File: src/rtl/conv_encoder_punct.sv
// K=7 convolutional encoder (g0=133, g1=171 octal) with 802.11a puncturing
// to rate 1/2, 2/3 or 3/4; coded bits leave one per cycle on a valid/ready stream.
module conv_encoder_punct (
   input  logic       clk,
   input  logic       rst,
   input  logic       start,
   input  logic [1:0] rate,
   input  logic       in_valid,
   input  logic       in_bit,
   input  logic       in_last,
   output logic       in_ready,
   output logic       out_valid,
   output logic       out_bit,
   output logic       out_last,
   input  logic       out_ready
);

   localparam int unsigned SR_W   = 6;
   localparam int unsigned PH_W   = 2;
   localparam int unsigned CNT_W  = 2;
   localparam int unsigned RATE_W = 2;

   localparam logic [RATE_W-1:0] RATE_2_3 = RATE_W'(1);
   localparam logic [RATE_W-1:0] RATE_3_4 = RATE_W'(2);

   logic [SR_W-1:0]   sr;
   logic [PH_W-1:0]   ph;
   logic [RATE_W-1:0] rate_q;
   logic [CNT_W-1:0]  cnt;
   logic              sec_bit;
   logic              sec_last;

   logic xfer_c;
   logic accept_c;
   logic code_a_c;
   logic code_b_c;
   logic keep_a_c;
   logic keep_b_c;
   logic ph_wrap_c;

   // Lookahead lets a new bit load in the same edge the final pending bit leaves.
   assign xfer_c   = out_valid && out_ready;
   assign in_ready = !rst && !start &&
                     ((cnt == CNT_W'(0)) || ((cnt == CNT_W'(1)) && xfer_c));
   assign accept_c = in_valid && in_ready;

   // sr[0] is d1 ... sr[5] is d6
   assign code_a_c = in_bit ^ sr[1] ^ sr[2] ^ sr[4] ^ sr[5];
   assign code_b_c = in_bit ^ sr[0] ^ sr[1] ^ sr[2] ^ sr[5];

   // Puncture pattern and period for the latched rate; reserved code acts as 1/2.
   always_comb begin
      keep_a_c  = 1'b1;
      keep_b_c  = 1'b1;
      ph_wrap_c = 1'b1;
      case (rate_q)
         RATE_2_3: begin
            keep_b_c  = (ph == PH_W'(0));
            ph_wrap_c = (ph == PH_W'(1));
         end
         RATE_3_4: begin
            keep_a_c  = (ph != PH_W'(2));
            keep_b_c  = (ph != PH_W'(1));
            ph_wrap_c = (ph == PH_W'(2));
         end
         default: ;
      endcase
   end

   // Output register is the head of a two-entry pending buffer; sec_* is the second entry.
   always_ff @(posedge clk) begin
      if (rst) begin
         sr        <= '0;
         ph        <= '0;
         rate_q    <= '0;
         cnt       <= '0;
         sec_bit   <= 1'b0;
         sec_last  <= 1'b0;
         out_valid <= 1'b0;
         out_bit   <= 1'b0;
         out_last  <= 1'b0;
      end else if (start) begin
         sr        <= '0;
         ph        <= '0;
         rate_q    <= rate;
         cnt       <= '0;
         out_valid <= 1'b0;
         out_last  <= 1'b0;
      end else if (accept_c) begin
         sr        <= {sr[SR_W-2:0], in_bit};
         ph        <= ph_wrap_c ? PH_W'(0) : PH_W'(ph + PH_W'(1));
         out_valid <= 1'b1;
         if (keep_a_c && keep_b_c) begin
            out_bit  <= code_a_c;
            out_last <= 1'b0;
            sec_bit  <= code_b_c;
            sec_last <= in_last;
            cnt      <= CNT_W'(2);
         end else begin
            out_bit  <= keep_a_c ? code_a_c : code_b_c;
            out_last <= in_last;
            cnt      <= CNT_W'(1);
         end
      end else if (xfer_c) begin
         if (cnt == CNT_W'(2)) begin
            out_bit  <= sec_bit;
            out_last <= sec_last;
            cnt      <= CNT_W'(1);
         end else begin
            out_valid <= 1'b0;
            out_last  <= 1'b0;
            cnt       <= '0;
         end
      end
   end

endmodule
File: config.mk
export PLATFORM = sky130hd
export DESIGN_NAME = conv_encoder_punct
export DESIGN_NICKNAME = d
export VERILOG_FILES = /design/src/rtl/conv_encoder_punct.sv
export SDC_FILE = /design/constraint.sdc
export NUM_CORES = 1
export LEC_CHECK = 0
export ABC_AREA = 0
export CAP_MARGIN = 20
export CORE_MARGIN = 2
export CORE_UTILIZATION = 47
export DETAILED_ROUTE_END_ITERATION = 10
export GPL_TIMING_DRIVEN = 0
export PLACE_DENSITY = 0.77
export SETUP_SLACK_MARGIN = 0.5
export SYNTH_ARGS = -nofsm -noshare
export SYNTH_HDL_FRONTEND = slang
export SYNTH_SLANG_ARGS = --single-unit
File: constraint.sdc
create_clock -name clk -period 1.9 [get_ports clk]
set_input_delay 0.57 -clock clk [delete_from_list [all_inputs] [get_ports clk]]
set_output_delay 0.57 -clock clk [all_outputs]
set_load 0.01 [all_outputs]
==> results.sh, run 1 <==
export IMPL_critPathMaxFanout=2
export IMPL_grt_pass1_vias=818
export IMPL_yosys_area_top_type_share_pct=37.7
export IMPL_layout_setup_ws_ps=-15.8
export IMPL_setup_viol=1
export IMPL_grt_busiest_layer="met2"
export IMPL_syn_avg_cell_area_um2=8.51
export IMPL_wl_per_cell_um=17.5
export IMPL_cts_tree="built"
export IMPL_clk_pin_slew_ps=100
export IMPL_violations="setup timing"
export IMPL_portBuffers=12
export IMPL_regToRegEndpoint="sec_last$_SDFFE_PP0P_"
export IMPL_drv_slew=0
export IMPL_grtUsageTotal_pct=21.1
export IMPL_rsz0062_at_grt="yes"
export IMPL_drt_iter0_markers=24
export IMPL_comb_power_share_pct=22.1
export IMPL_cpPeakStageDelay_ps=240
export IMPL_switching_power_uw=203
export IMPL_p_sw_share_pct=27.9
export IMPL_p_seq_share_pct=51.1
export IMPL_fmax_mhz=522
export IMPL_route_detailed_drc=0
export IMPL_grt_met1_usage_pct=24.1
export IMPL_htreeDepth=1
export IMPL_clockPowerShare_pct=26.9
export IMPL_reg2reg_slack_ps=250
export IMPL_cts_buffers=3
export IMPL_critical_path_required_ps=1330
export IMPL_antenna_found_initial=0
export IMPL_vias=937
export IMPL_routed_wl_mm=2.90
export IMPL_critPathLaunchType="primary input"
export IMPL_start_util_pct=51.1
export IMPL_ys_warn_count=0
export IMPL_grt_max_degree=11
export IMPL_area_growth_pct=57.3
export IMPL_grt_pass1_wl_mm=3.35
export IMPL_r2r_cells=6
export IMPL_syn_area_um2=902
export IMPL_cts_root_buf="clkbuf_4"
export IMPL_timing_rr_start="cnt[0]$_SDFFE_PP0P_"
export IMPL_cts_sinks=17
export IMPL_postSynthCellCount=106
export IMPL_ys_seq_area_share_pct=37.7
export IMPL_die_x_um=47.8
export IMPL_worst_ir_drop_vdd_uv=474
export IMPL_report_final_hold_viol_count=0
export IMPL_drv_cap=0
export IMPL_dpl_hpwl_mm=1.23
export IMPL_use_met3_pct=2.64
export IMPL_end_kind="output pin"
export IMPL_critPathBufInv=3
export IMPL_dieArea_mm2=0.00229
export IMPL_cp_depth=5
export IMPL_clk_latency_ps=290
export IMPL_ys_ff_latch=17
export IMPL_tightest_slew_ps=393
export IMPL_relSlewSlack_pct=73.6
export IMPL_cellPowerDensity_mw_per_mm2=512
export IMPL_synth_cell_type_count=29
export IMPL_critPathArrivalTime_ps=1350
export IMPL_grt_overflow_total=0
export IMPL_status="finished with violations"
export IMPL_syn_nets=120
export IMPL_fin_tns_setup_ps=-15.8
export IMPL_synth_top_cells_by_area="dfxtp_1, a21oi_1, nand2_1"
export IMPL_critical_path_top_delay_family="buffers and inverters"
export IMPL_die_h_um=47.8
export IMPL_grt_use_met2_pct=38.4
export IMPL_gp_congestion=0.744
export IMPL_antenna_cells_inserted=0
export IMPL_path_cells="buf_8 -> or2_1 -> buf_6 -> nor3_4 -> buf_2"
export IMPL_p_leak_nw=0.546
export IMPL_period_share_pct=101
export IMPL_drive_above_1_share_pct=52.5
export IMPL_crit_end="in_ready"
export IMPL_async_flop_share_pct=0
export IMPL_drtPass1Iterations=4
export IMPL_core_region_area_mm2=0.00176
export IMPL_critPathKind="in -> out"
export IMPL_hold_ws_ps=441
export IMPL_layout_nets=156
export IMPL_slowest_stage="or2_1"
export IMPL_min_period_ps=1920
export IMPL_crit_start="start"
export IMPL_rows=15
export IMPL_viasPerCell=5.64
export IMPL_top_level_ports=13
export IMPL_p_int_uw=525
export IMPL_ys_flop_type="dfxtp_1"
export IMPL_hold_path_class="in -> reg"
export IMPL_clockBufferDepth=2
export IMPL_postRouteAntennaNets=0
export IMPL_yosys_area_top_type="dfxtp_1"
export IMPL_finalClockSkew_ps=1.14
export IMPL_synth_edff_count=0
[per-stage QoR]
step,util (%),worst slack (ps),area (µm²),std cells,total power [mW]
finish,80.4,-15.8,1420,166,0.727
global route,80.4,-6.55,1420,166,0.754
CTS,73.5,101,1300,161,0.704
detailed placement,60.1,-829,1060,143,0.478
global placement,60.1,-820,1060,143,0.476
floorplan,-,95.7,908,106,0.439
[per-layer routing]
metal / up-vias / wire (µm)
met3: 9 / 130
met4: 0 / 70
met2: 39 / 1480
li1: 435 / -
met1: 454 / 1220
met5: - / 0
[worst register-to-register path: cells and delay by family (launching register included)]
family	cells	cell delay (ps)
buffers and inverters	2	320
AOI/OAI and AO/OA	3	360
DFF	1	330
and+or+nand+nor	1	530
[final cells by class]
cell class,instances,area (µm²)
fillers,111,345
inverters,5,23.8
clock buffers,3,22.5
well taps,25,31.3
multi-input cells,80,647
repair buffers,31,288
flip-flops and latches,17,359
clock inverters,1,5.00
plain buffers,4,42.5
[worst min path at each step]
stage | from | end | slack [ps] | cells after the start
after CTS | rst | rate_q[0]$_SDFFE_PP0P_ | 430 | 2
after global placement | sr[3]$_SDFFE_PP0N_ | sr[4]$_SDFFE_PP0N_ | 440 | 2
after global routing | rst | sec_last$_SDFFE_PP0P_ | 430 | 2
after floorplan | sr[3]$_SDFFE_PP0N_ | sr[4]$_SDFFE_PP0N_ | 430 | 2
final | rst | sec_last$_SDFFE_PP0P_ | 440 | 2
after detailed placement | sr[3]$_SDFFE_PP0N_ | sr[4]$_SDFFE_PP0N_ | 450 | 2
[synthesized netlist by cell type, drive strengths merged, types with 2 or more instances]
| master | count |
|---|---|
| nor2 | 7 |
| o21ai | 3 |
| dfxtp | 17 |
| nor2b | 3 |
| a21oi | 15 |
| inv | 5 |
| nand2b | 2 |
| nand2 | 19 |
| ha | 5 |
| mux2i | 4 |
| buf | 3 |
| nand3 | 4 |
| xnor2 | 5 |
[placed cells by master (no fill, tap or decap), drive strengths merged]
| cell | count |
|---|---|
| xnor2 | 5 |
| nor2 | 7 |
| o31ai | 1 |
| buf | 29 |
| nor3 | 1 |
| nor2b | 3 |
| clkbuf | 4 |
| o31a | 1 |
| dfxtp | 17 |
| inv | 5 |
| a221oi | 1 |
| nand2 | 19 |
| nand3 | 4 |
| nand2b | 2 |
| a21oi | 15 |
| and2 | 1 |
| ha | 5 |
| a22o | 1 |
| o21ai | 3 |
| a31o | 1 |
| nor4b | 1 |
| or4b | 1 |
| a21boi | 1 |
| a22oi | 1 |
| and4b | 1 |
| clkdlybuf4s50 | 4 |
| mux2i | 4 |
| or2 | 1 |
| clkinv | 1 |
| dlygate4sd2 | 1 |
[flip-flops by register name, summed over array words and instances, names as in the netlist]
signal     flops
rate_q         2
out_bit        1
ph             2
out_valid      1
sec_last       1
out_last       1
sr             6
cnt            2
sec_bit        1
[power groups by stage]
stage / Sequential, mW / Combinational, mW / Clock (mW)
finish: 0.372 / 0.160 / 0.195
global route: 0.373 / 0.169 / 0.213
CTS: 0.371 / 0.132 / 0.201
detailed placement: 0.379 / 0.0984 / 0
global placement: 0.379 / 0.0971 / 0
floorplan: 0.379 / 0.0598 / 0
[cell families after synthesis]
family / synth area share, %
and+or+nand+nor: 23.7
AOI/OAI and AO/OA: 16.8
DFF: 37.7
buffers and inverters: 5.55
xor gates and xnor gates: 4.85
adders and majority gates: 6.93
muxes: 4.44
[repair_timing]
action / CTS / global route
gates resized for setup: 71 / 29
cloned: 2 / 0
pin swaps: 11 / 7
hold buffers: 0 / 0
endpoints found under the setup margin: 19 / 17
setup buffers: 12 / 5
(Power assumes the default switching activity.)
==> run 2, diff against run 1 <==
==> constraint.sdc (replaced) <==
create_clock -name clk -period 1.73 [get_ports clk]
set_input_delay 0.519 -clock clk [delete_from_list [all_inputs] [get_ports clk]]
set_output_delay 0.519 -clock clk [all_outputs]
set_load 0.01 [all_outputs]
==> run 2 against run 1 <==
  * Flip-flop and latch count did not move
  * Combinational power fell by 9%
  * The run still ends with setup timing left
  * Setup slack improved by 4.5 ps
==> results.sh, run 2 (same netlist as run 1, synthesis figures left out) <==
export IMPL_fin_tns_setup_ps=-13.1
export IMPL_vias=817
export IMPL_final_common_cell="nand2_1"
export IMPL_portBuffers=12
export IMPL_grt_pass1_vias=710
export IMPL_cts_sinks=17
export IMPL_die_x_um=47.8
export IMPL_worst_ir_drop_vdd_uv=500
export IMPL_clk_latency_ps=290
export IMPL_routed_wl_mm=1.99
export IMPL_cpMostUsedCell="buf_6"
export IMPL_drv_slew=0
export IMPL_htreeDepth=1
export IMPL_min_period_ps=1740
export IMPL_regToRegEndpoint="sec_last$_SDFFE_PP0P_"
export IMPL_relSlewSlack_pct=72.9
export IMPL_drtPass1Iterations=4
export IMPL_cpPeakStageDelay_ps=530
export IMPL_fmax_mhz=574
export IMPL_slowest_stage="or4b_4"
export IMPL_rows=15
export IMPL_critPathLaunchType="primary input"
export IMPL_route_detailed_drc=0
export IMPL_layout_nets=146
export IMPL_most_common_layout_cells="nand2_1, buf_6, dfxtp_1, a21oi_1"
export IMPL_period_share_pct=101
export IMPL_hold_path_class="reg -> reg"
export IMPL_reg2reg_slack_ps=150
export IMPL_finalClockSkew_ps=3.53
export IMPL_r2r_cells=6
export IMPL_critical_path_required_ps=1930
export IMPL_critPathArrivalTime_ps=1940
export IMPL_clockBufferDepth=2
export IMPL_largest_reg_flops=6
export IMPL_end_kind="flip-flop"
export IMPL_drv_cap=0
export IMPL_antenna_cells_inserted=0
export IMPL_viasPerCell=5.24
export IMPL_dp_cells=143
export IMPL_drive_above_1_share_pct=45.8
export IMPL_top_level_ports=13
export IMPL_grt_max_degree=11
export IMPL_drt_iter0_markers=9
export IMPL_die_h_um=47.8
export IMPL_crit_start="rst"
export IMPL_grt_pass1_wl_mm=2.99
export IMPL_gp_congestion=0.779
export IMPL_critPathKind="in -> reg"
export IMPL_setup_viol=2
export IMPL_tightest_slew_ps=404
export IMPL_postRouteAntennaNets=0
export IMPL_min_delay_start="sec_last$_SDFFE_PP0P_"
export IMPL_layout_setup_ws_ps=-11.3
export IMPL_dieArea_mm2=0.00229
export IMPL_wl_per_cell_um=12.8
export IMPL_grtUsageTotal_pct=19.1
export IMPL_critPathBufInv=4
export IMPL_stdcell_count=156
export IMPL_antenna_found_initial=0
export IMPL_fillerInstances=139
export IMPL_path_cells="buf_8 -> or2_1 -> buf_6 -> buf_6 -> or4b_4 -> buf_6 -> o21ai_2 -> a21oi_1"
export IMPL_cts_buffers=3
export IMPL_grt_overflow_total=0
export IMPL_area_growth_pct=44.9
export IMPL_hold_depth=2
export IMPL_critical_path_top_delay_family="simple AND/OR/NAND/NOR gates"
export IMPL_cp_depth=8
export IMPL_violations="setup timing"
export IMPL_hold_ws_ps=472
export IMPL_start_util_pct=51.1
export IMPL_cts_hold_buffers=0
export IMPL_clk_pin_slew_ps=100
export IMPL_cts_root_buf="clkbuf_4"
export IMPL_power_uw=767
export IMPL_status="finished with violations"
export IMPL_rsz0062_at_grt="yes"
export IMPL_dpl_hpwl_mm=1.30
export IMPL_critPathMaxFanout=5
export IMPL_core_region_area_mm2=0.00176
export IMPL_p_leak_nw=0.473
export IMPL_crit_end="sec_last$_SDFFE_PP0P_"
export IMPL_cts_tree="built"
export IMPL_timing_rr_start="cnt[0]$_SDFFE_PP0P_"
export IMPL_cellPowerDensity_mw_per_mm2=586
export IMPL_report_final_hold_viol_count=0
export IMPL_largest_register="sr"
run 2: changes by cell type in the layout (fill, tap and decap cells not counted), moves of 2 or more:
cell / delta
dfxtp_2: +2
a21oi_1: +2
buf_2: -3
buf_6: +2
nand2_4: -3
nand2_2: +3
buf_4: -8
a21oi_2: -2
run 2: through the flow:
stage	area, µm²	worst slack, ps	utilization (%)
after floorplan	948	-23.3	-
after global placement	1100	-897	62.3
after detailed placement	1100	-939	62.3
after CTS	1240	-40.9	70.5
after global routing	1310	-42.3	74.1
final	1310	-11.3	74.1
run 2: how the worst min path moves through the flow:
stage	endpoint	slack (ps)
finish	sec_last$_SDFFE_PP0P_	470
detailed placement	sr[4]$_SDFFE_PP0N_	440
global placement	sr[4]$_SDFFE_PP0N_	440
CTS	rate_q[0]$_SDFFE_PP0P_	380
floorplan	sr[4]$_SDFFE_PP0N_	430
global route	rate_q[1]$_SDFFE_PP0P_	480
run 2: power breakdown:
part,internal (mW),total [mW],switching [mW]
clock network,0.0898,0.215,0.125
registers,0.397,0.405,0.00836
logic,0.0792,0.146,0.0671
run 2: cell type report:
cell class	instances	area [µm²]	area share, %
plain buffers	4	38.8	2.97
clock buffers	4	26.3	2.01
well taps	25	31.3	2.39
repair buffers	21	203	15.5
multi-input cells	80	629	48.1
inverters	5	21.3	1.63
flip-flops and latches	17	358	27.4
run 2: routing by layer:
metal	share of wire [%]	track usage, %
met5	0	0
met4	2.0	9.73
met3	3.0	2.26
met2	50	31.7
met1	45	24.2
run 2: worst reg2reg max path, stage by stage (launching register included):
cell and delay, ps:
dfxtp_1 330, a21boi_2 170, buf_4 150, or4b_4 500, buf_6 160, o21ai_2 100, a21oi_1 70
run 2: timing repair:
item	CTS	global route
endpoints found under the setup margin	19	18
gates cloned	1	0
pin swaps	6	10
setup buffers	7	1
gates resized for setup	54	18
==> run 3, diff against run 2 <==
--- a/config.mk
+++ b/config.mk
@@ -9,6 +9,7 @@
 export CAP_MARGIN = 20
 export CORE_MARGIN = 2
 export CORE_UTILIZATION = 47
+export CTS_CLUSTER_DIAMETER = 50
 export DETAILED_ROUTE_END_ITERATION = 10
 export GPL_TIMING_DRIVEN = 0
 export PLACE_DENSITY = 0.77
==> results of run 3 <==
The final DEF is identical to that of run 2; final timing and power are the same.
